--- src/rtl/wb_arbiter.sv ---
// Writeback arbiter: merges ALU results with FIFO-buffered LSU loads into the registered
// register-file write port and tracks in-flight destinations. Optional forwarding outputs: WB_FWD_EN.
`ifndef WIDTH
`define WIDTH 32
`endif
`ifndef REG_WIDTH
`define REG_WIDTH 5
`endif
`ifndef REG_NUM
`define REG_NUM 32
`endif

module wb_arbiter #(
   parameter int LSU_DEPTH = 4
) (
   input  logic                  clk,
   input  logic                  rst_n,
   input  logic                  alu_valid,
   input  logic [`REG_WIDTH-1:0] alu_rd,
   input  logic [`WIDTH-1:0]     alu_data,
   input  logic                  lsu_valid,
   output logic                  lsu_ready,
   input  logic [`REG_WIDTH-1:0] lsu_rd,
   input  logic [`WIDTH-1:0]     lsu_data,
   input  logic                  iss_valid,
   input  logic [`REG_WIDTH-1:0] iss_rd,
   input  logic [`REG_WIDTH-1:0] raddr1,
   input  logic [`REG_WIDTH-1:0] raddr2,
   output logic                  busy1,
   output logic                  busy2,
   output logic                  wen,
   output logic [`REG_WIDTH-1:0] waddr,
   output logic [`WIDTH-1:0]     wdata,
`ifdef WB_FWD_EN
   output logic                  fwd1,
   output logic                  fwd2,
   output logic [`WIDTH-1:0]     fwd_data1,
   output logic [`WIDTH-1:0]     fwd_data2,
`endif
   output logic                  wb_pending
);

   localparam int W  = `WIDTH;
   localparam int RW = `REG_WIDTH;
   localparam int PW = $clog2(LSU_DEPTH) + 1;
   localparam int AW = PW - 1;

   logic [RW+W-1:0]    mem [LSU_DEPTH];
   logic [PW-1:0]      wr_ptr;
   logic [PW-1:0]      rd_ptr;
   logic               empty;
   logic               full;
   logic               push;
   logic               pop;
   logic [RW+W-1:0]    head;
   logic               sel_valid;
   logic [RW-1:0]      sel_rd;
   logic [W-1:0]       sel_data;
   logic               sel_wr;
   logic [`REG_NUM-1:0] busy;

   assign empty = (wr_ptr == rd_ptr);
   // Same slot but opposite lap bit means the writer is a full lap ahead.
   assign full  = (wr_ptr[AW-1:0] == rd_ptr[AW-1:0]) && (wr_ptr[AW] != rd_ptr[AW]);

   assign lsu_ready  = !full;
   assign wb_pending = !empty;
   assign push       = lsu_valid && !full;
   assign pop        = !alu_valid && !empty;
   assign head       = mem[rd_ptr[AW-1:0]];

   always_comb begin
      sel_valid = 1'b0;
      sel_rd    = '0;
      sel_data  = '0;
      if (alu_valid) begin
         sel_valid = 1'b1;
         sel_rd    = alu_rd;
         sel_data  = alu_data;
      end else if (!empty) begin
         sel_valid = 1'b1;
         sel_rd    = head[RW+W-1:W];
         sel_data  = head[W-1:0];
      end
   end

   assign sel_wr = sel_valid && (sel_rd != '0);

   always_ff @(posedge clk) begin
      if (push) begin
         mem[wr_ptr[AW-1:0]] <= {lsu_rd, lsu_data};
      end
   end

   always_ff @(posedge clk or negedge rst_n) begin
      if (!rst_n) begin
         wr_ptr <= '0;
         rd_ptr <= '0;
      end else begin
         if (push) wr_ptr <= wr_ptr + PW'(1);
         if (pop)  rd_ptr <= rd_ptr + PW'(1);
      end
   end

   always_ff @(posedge clk or negedge rst_n) begin
      if (!rst_n) begin
         wen   <= 1'b0;
         waddr <= '0;
         wdata <= '0;
      end else begin
         wen <= sel_wr;
         if (sel_wr) begin
            waddr <= sel_rd;
            wdata <= sel_data;
         end
      end
   end

   // The set is applied last so a re-issue of the retiring register stays busy.
   always_ff @(posedge clk or negedge rst_n) begin
      if (!rst_n) begin
         busy <= '0;
      end else begin
         if (sel_wr)                       busy[sel_rd] <= 1'b0;
         if (iss_valid && iss_rd != '0)    busy[iss_rd] <= 1'b1;
      end
   end

   assign busy1 = (raddr1 != '0) && busy[raddr1];
   assign busy2 = (raddr2 != '0) && busy[raddr2];

`ifdef WB_FWD_EN
   assign fwd1      = wen && (waddr == raddr1) && (raddr1 != '0);
   assign fwd2      = wen && (waddr == raddr2) && (raddr2 != '0);
   assign fwd_data1 = wdata;
   assign fwd_data2 = wdata;
`endif

endmodule

--- config.mk ---
export PLATFORM = sky130hd
export DESIGN_NAME = wb_arbiter
export DESIGN_NICKNAME = d
export VERILOG_FILES = /design/src/rtl/wb_arbiter.sv
export SDC_FILE = /design/constraint.sdc
export NUM_CORES = 1
export LEC_CHECK = 0
export ABC_CLOCK_PERIOD_IN_PS = 9300
export CAP_MARGIN = 5
export CORE_ASPECT_RATIO = 0.5
export CORE_UTILIZATION = 45
export CTS_CLUSTER_SIZE = 40
export DETAILED_ROUTE_END_ITERATION = 7
export PLACE_DENSITY = 0.64
export SLEW_MARGIN = 20
export SYNTH_ARGS = -nofsm -noshare
export SYNTH_HDL_FRONTEND = slang
export SYNTH_SLANG_ARGS = --single-unit
--- constraint.sdc ---
create_clock -name clk -period 9.3 [get_ports clk]
set_input_delay 2.79 -clock clk [delete_from_list [all_inputs] [get_ports clk]]
set_output_delay 2.79 -clock clk [all_outputs]
set_load 0.02 [all_outputs]
==> flow_summary.json, run 1 <==
{
  "outcome": "complete, no violations",
  "post_synth_main_area_contributors": "sky130_fd_sc_hd__edfxtp_1 46%, sky130_fd_sc_hd__dfrtp_1 19%, sky130_fd_sc_hd__mux4_2 12%",
  "final.period_utilization": 0.872,
  "die_area_mm2": 0.0221,
  "totalWireLength_um": 21300,
  "crit_path_cell_trace": "clkdlybuf4s50_1 -> mux4_2 -> mux4_2 -> nand2_1 -> o21ai_0 -> clkdlybuf4s50_1",
  "pd_cells_mw_per_mm2": 310,
  "antenna_cells": 0,
  "number_of_nets_at_the_end_of_the_flow": 852,
  "drt-wirelength-per-cell_um": 20.5,
  "grt_usage": 0.200,
  "worstHoldPathType": "reg2reg",
  "floorplan.core_area_mm2": 0.0208,
  "post_synth_fa_ha_maj_area_fraction": 0.00649,
  "synth-compound-area-share": 0.0790,
  "cp-end-kind": "output pin",
  "startpoint_type": "input pin",
  "initial_utilization": 0.464,
  "dominantRegCellSynth": "sky130_fd_sc_hd__edfxtp_1",
  "number_of_synthesized_flops_with_an_enable_pin": 148,
  "combinational_family_with_the_most_area_after_synthesis": "multiplexers",
  "cts_max_level": 1,
  "synth-async-reset-ratio": 0.336,
  "timing.critical_path.slowest_cell_delay_ps": 800,
  "fin_skew_ps": 12.5,
  "worst-path-buf-inv": 2,
  "finalSetupViolations": 0,
  "cts_setup_buffers": 0,
  "timing.critical_path.arrival_ps": 5320,
  "netlist.area_leader.share": 0.461,
  "cts_tree": "done",
  "ctsLongestPathBuffers": 3,
  "final_max_slew_viol_count": 0,
  "post_synth_and_or_nand_nor_area_fraction": 0.0584,
  "power.leakage_uw": 0.00430,
  "synth_seq_cells": 223,
  "final_cell_mix": "148 x sky130_fd_sc_hd__edfxtp_1, 133 x sky130_fd_sc_hd__clkdlybuf4s50_1, 93 x sky130_fd_sc_hd__nand2_1",
  "vias_per_cell": 5.65,
  "synthToLayoutAreaGrowth_pct": 22.9,
  "synth_xor_area_frac": 0.00714,
  "drcViolationCount": 0,
  "final_period_minus_worst_setup_slack_ps": 8110,
  "tritoncts_num_sinks": 223,
  "cts-root-buf": "sky130_fd_sc_hd__clkbuf_16",
  "cp_data_required_time_ps": 6510,
  "final.setup.worst_slack_ps": 1190,
  "via_count_of_the_first_global_routing_pass": 6051,
  "synth.yosys.warnings": 0,
  "worst_slew_margin_rel": 0.318,
  "fin_setup_tns_ps": 0,
  "post_route_cells_drive_above_1_share": 0.171,
  "worst_skew_pair.late_latency_ps": 490,
  "ant_nets": 0,
  "cts.repair.resized": 0,
  "grt_setup_unrepaired": "no",
  "timing_hold_violations_final": 0,
  "worst-slew-pin-transition_ps": 1020,
  "die-width_um": 209,
  "ioPinCount": 136,
  "drv.max_cap_violation_count": 0,
  "dr_iter_0_viols": 324,
  "clock.fmax_ghz": 0.123,
  "grt_max_degree": 85,
  "cts.clk_slew.worst_paths_ps": 60,
  "critical_path.max_fanout": 9,
  "slowest_stage_cell_on_the_critical_path": "sky130_fd_sc_hd__clkdlybuf4s50_1",
  "grt_pass1_wl_um": 34000,
  "avgSynthCellArea_um2": 15.4,
  "cts_hold_repair.buffers": 0,
  "peakVddDrop_mv": 0.145,
  "grt_antenna_before_repair": 0,
  "synth_fp_nets": 724,
  "cts_buffers": 20,
  "post-dp-hpwl_um": 13500,
  "critical_path_class": "in2out",
  "grt-ovfl-total": 0,
  "drt-pass1-iter-count": 5,
  "finalWeightedCongestion": 0.898,
  "num_rows": 37,
  "yosys.cell_types.count": 47,
  "mappedNetlistArea_mm2": 0.00964,
  "synthesis.instances": 625,
  "layout_commonest_cell": "sky130_fd_sc_hd__edfxtp_1",
  "vias": 5876,
  "placement.io_buffers": 135,
  "ys_seq_area_frac": 0.656,
  "muxShareOfSynthArea": 0.170,
  "yosys_top_cell_by_area": "sky130_fd_sc_hd__edfxtp_1",
  "die_h_um": 106,
  "timing.critical_path.max_delay_family": "buffers and inverters",
  "dp_slack_ps": 1180
}
-- cells in the mapped netlist (all sizes together) (4+ instances only) --
master	number
edfxtp	148
xor2	5
ha	5
mux4	53
o21ai	56
dfrtp	75
and2	8
mux2i	4
o31ai	30
o221ai	8
nor2	9
inv	17
nand2	93
nand3	4
nand3b	4
buf	9
o41ai	4
mux2	36
clkbuf	26
-- flip-flops by register name (all words and copies together) (netlist names) --
register and flops:
mem 148, wdata 32, busy 31, waddr 5
rd_ptr 3, wr_ptr 3, wen 1
-- stage by stage --
| stage | power, µW | hold WS (ps) | utilization | instances | cell area, µm² |
|---|---|---|---|---|---|
| floorplan | 2410 | 461 | - | 625 | 9640 |
| CTS | 3710 | 497 | 0.569 | 1039 | 11800 |
| global route | 3890 | 507 | 0.570 | 1040 | 11900 |
| detailed placement | 2930 | 482 | 0.539 | 1003 | 11200 |
| finish | 3670 | 489 | 0.570 | 1040 | 11900 |
| global placement | 2910 | 472 | 0.539 | 1003 | 11200 |
-- worst reg2reg max path: stages, from the launching register on --
cell	delay [ps]
sky130_fd_sc_hd__dfrtp_2	380
sky130_fd_sc_hd__buf_4	650
sky130_fd_sc_hd__mux4_2	680
sky130_fd_sc_hd__or2_0	240
sky130_fd_sc_hd__o2bb2ai_1	180
sky130_fd_sc_hd__nor3_4	170
sky130_fd_sc_hd__buf_4	500
sky130_fd_sc_hd__mux2_2	430
-- layout make-up --
class / count / area, µm²
inverters: 17 / 63.8
well taps: 273 / 342
clock inverters: 10 / 55.1
flip-flops and latches: 223 / 6320
clock buffers: 26 / 563
repair buffers: 141 / 1410
multi-input cells: 350 / 3100
fillers: 1700 / 8930
-- cell families (layout without fill, tap and decap cells) --
kind of cell	Yosys count	in the layout
AOI/OAI and AO/OA	116	116
adders and majority gates	5	5
DFF	223	223
buffers and inverters	52	194
xor gates and xnor gates	7	7
muxes	93	93
and+or+nand+nor	129	129
-- report_power, final --
part	total (µW)	switching (µW)	leakage, µW	internal, µW
clock	779	352	0.000300	428
sequential	1520	142	0.00224	1370
combinational	1380	746	0.00176	631
-- worst paths after layout --
path | start | end | slack [ps] | cells past startpoint
max in group asynchronous | rst_n | rd_ptr[1] | 6410 | 1
min in group asynchronous | rst_n | busy[17] | 2330 | 1
min | waddr[2] | waddr[2] | 490 | 1
min reg2reg | waddr[2] | waddr[2] | 490 | 1
max reg2reg | rd_ptr[0] | wdata[7] | 5970 | 7
max | raddr2[0] | busy2 | 1190 | 6
-- per-layer routing --
layer,part of all wire,vias to the layer above,GRT usage
li1,-,2685,-
met1,0.44,3016,0.271
met2,0.49,146,0.340
met3,0.049,29,0.0352
met4,0.016,0,0.0483
met5,0,-,0
(Power assumes the default switching activity.)
==> run 2: changes to the inputs <==
--- a/config.mk
+++ b/config.mk
@@ -7,7 +7,6 @@
 export LEC_CHECK = 0
 export ABC_CLOCK_PERIOD_IN_PS = 9300
 export CAP_MARGIN = 5
-export CORE_ASPECT_RATIO = 0.5
 export CORE_UTILIZATION = 45
 export CTS_CLUSTER_SIZE = 40
 export DETAILED_ROUTE_END_ITERATION = 7
==> flow_summary.json, run 2 (synthesis results as in run 1) <==
{
  "outcome": "complete, no violations",
  "die_h_um": 148,
  "fin_skew_ps": 11.1,
  "initial_utilization": 0.459,
  "finalHoldWorstSlack_ps": 481,
  "die_area_mm2": 0.0220,
  "cts_buffers": 25,
  "floorplan.core_area_mm2": 0.0210,
  "final-instance-count-excl-fill": 1051,
  "cts.repair.resized": 0,
  "final_period_minus_worst_setup_slack_ps": 8100,
  "ctsLongestPathBuffers": 3,
  "vias_per_cell": 5.65,
  "grt_setup_unrepaired": "no",
  "cts_setup_buffers": 0,
  "vias": 5936,
  "final.period_utilization": 0.870,
  "final_cell_mix": "148 x sky130_fd_sc_hd__edfxtp_1, 133 x sky130_fd_sc_hd__clkdlybuf4s50_1, 93 x sky130_fd_sc_hd__nand2_1",
  "grt_max_degree": 76,
  "cts_tree": "done",
  "tritoncts_num_sinks": 223,
  "peakVddDrop_mv": 0.180,
  "largest_register_ffs": 148,
  "worst-slew-pin-transition_ps": 1060,
  "worst_slew_margin_rel": 0.288,
  "critical_path_class": "in2out",
  "timing_hold_violations_final": 0,
  "final_max_slew_viol_count": 0,
  "layout_commonest_cell": "sky130_fd_sc_hd__edfxtp_1",
  "grt-ovfl-total": 0,
  "drt-wirelength-per-cell_um": 20.9,
  "cts.clk_slew.worst_paths_ps": 50,
  "cts-root-buf": "sky130_fd_sc_hd__clkbuf_16",
  "power.leakage_uw": 0.00437,
  "via_count_of_the_first_global_routing_pass": 6333,
  "synthToLayoutAreaGrowth_pct": 24.6,
  "design_area_mm2": 0.0120,
  "grt_antenna_before_repair": 1,
  "die-width_um": 148,
  "number_of_nets_at_the_end_of_the_flow": 855,
  "critical_path.max_fanout": 9,
  "worst_skew_pair.late_latency_ps": 510,
  "drt-pass1-iter-count": 5,
  "placedInstanceArea_mm2": 0.0112,
  "ant_nets": 0,
  "worstHoldPathType": "reg2reg",
  "cp-end-kind": "output pin",
  "grt_usage": 0.208,
  "cts_max_level": 1,
  "placedCellCount": 1004,
  "fin_setup_tns_ps": 0,
  "clock.fmax_ghz": 0.124,
  "timing.critical_path.arrival_ps": 5310,
  "drv.max_cap_violation_count": 0,
  "cts_hold_repair.buffers": 0,
  "cp_data_required_time_ps": 6510,
  "placement.io_buffers": 135,
  "num_rows": 53,
  "dr_iter_0_viols": 331,
  "drcViolationCount": 0,
  "finalWeightedCongestion": 0.903,
  "fillerInstances": 1632,
  "finalSetupViolations": 0,
  "register_to_register_setup_slack_ps": 5310,
  "totalWireLength_um": 22000,
  "pd_cells_mw_per_mm2": 321,
  "post_route_cells_drive_above_1_share": 0.175,
  "grt_pass1_wl_um": 35100,
  "post-dp-hpwl_um": 14000,
  "ioPinCount": 136,
  "startpoint_type": "input pin"
}
==> run 2: changes by cell type in the layout (fill, tap and decap cells not counted), sizes merged <==
cell	change
inv	+1
clkbuf	+11
clkinv	-4
bufinv	+2
diode	+1
buf	-2
==> run 2: per-layer routing <==
metal  wire (µm)  up-vias  track usage  share of wire
li1            -     2689            -              -
met1        8890     3000        0.265           0.40
met2       11200      210        0.362           0.51
met3        1480       37       0.0426          0.067
met4         392        0       0.0588          0.018
met5           0        -            0              0
==> run 2: through the flow <==
stage	worst slack (ps)	total power, µW	util
finish	1200	3860	0.572
global route	1040	4070	0.572
CTS	1200	3910	0.571
floorplan	2030	2410	-
detailed placement	1200	2940	0.533
global placement	1240	2890	0.533
==> run 2: power breakdown <==
part	leakage (µW)	switching (µW)	total [µW]	internal, µW
Combinational	0.00174	755	1380	625
Clock	0.000387	378	955	577
Sequential	0.00224	146	1520	1380
Total	0.00437	1280	3860	2580
==> run 2: layout make-up <==
| cell class | instances | area [µm²] | area share |
|---|---|---|---|
| flip-flops and latches | 223 | 6320 | 0.526 |
| multi-input cells | 350 | 3100 | 0.258 |
| repair buffers | 139 | 1380 | 0.115 |
| clock buffers | 37 | 701 | 0.0583 |
| well taps | 275 | 344 | 0.0286 |
| clock inverters | 9 | 103 | 0.00854 |
| inverters | 17 | 63.8 | 0.00531 |
| diodes | 1 | 2.50 | 0.000208 |
==> run 2: final timing paths <==
kind	from	end	cells after the start
max	raddr2[0]	busy2	6
min	waddr[4]	waddr[4]	1
max reg2reg	rd_ptr[0]	wdata[17]	7
min reg2reg	waddr[4]	waddr[4]	1
max in group asynchronous	rst_n	rd_ptr[1]	1
min in group asynchronous	rst_n	busy[16]	1
==> run 2: worst max-delay path, cell delays in order <==
cell and delay (ps):
sky130_fd_sc_hd__clkdlybuf4s50_1 800, sky130_fd_sc_hd__mux4_2 570, sky130_fd_sc_hd__mux4_2 470, sky130_fd_sc_hd__nand2_1 70, sky130_fd_sc_hd__o21ai_0 70, sky130_fd_sc_hd__clkdlybuf4s50_1 530
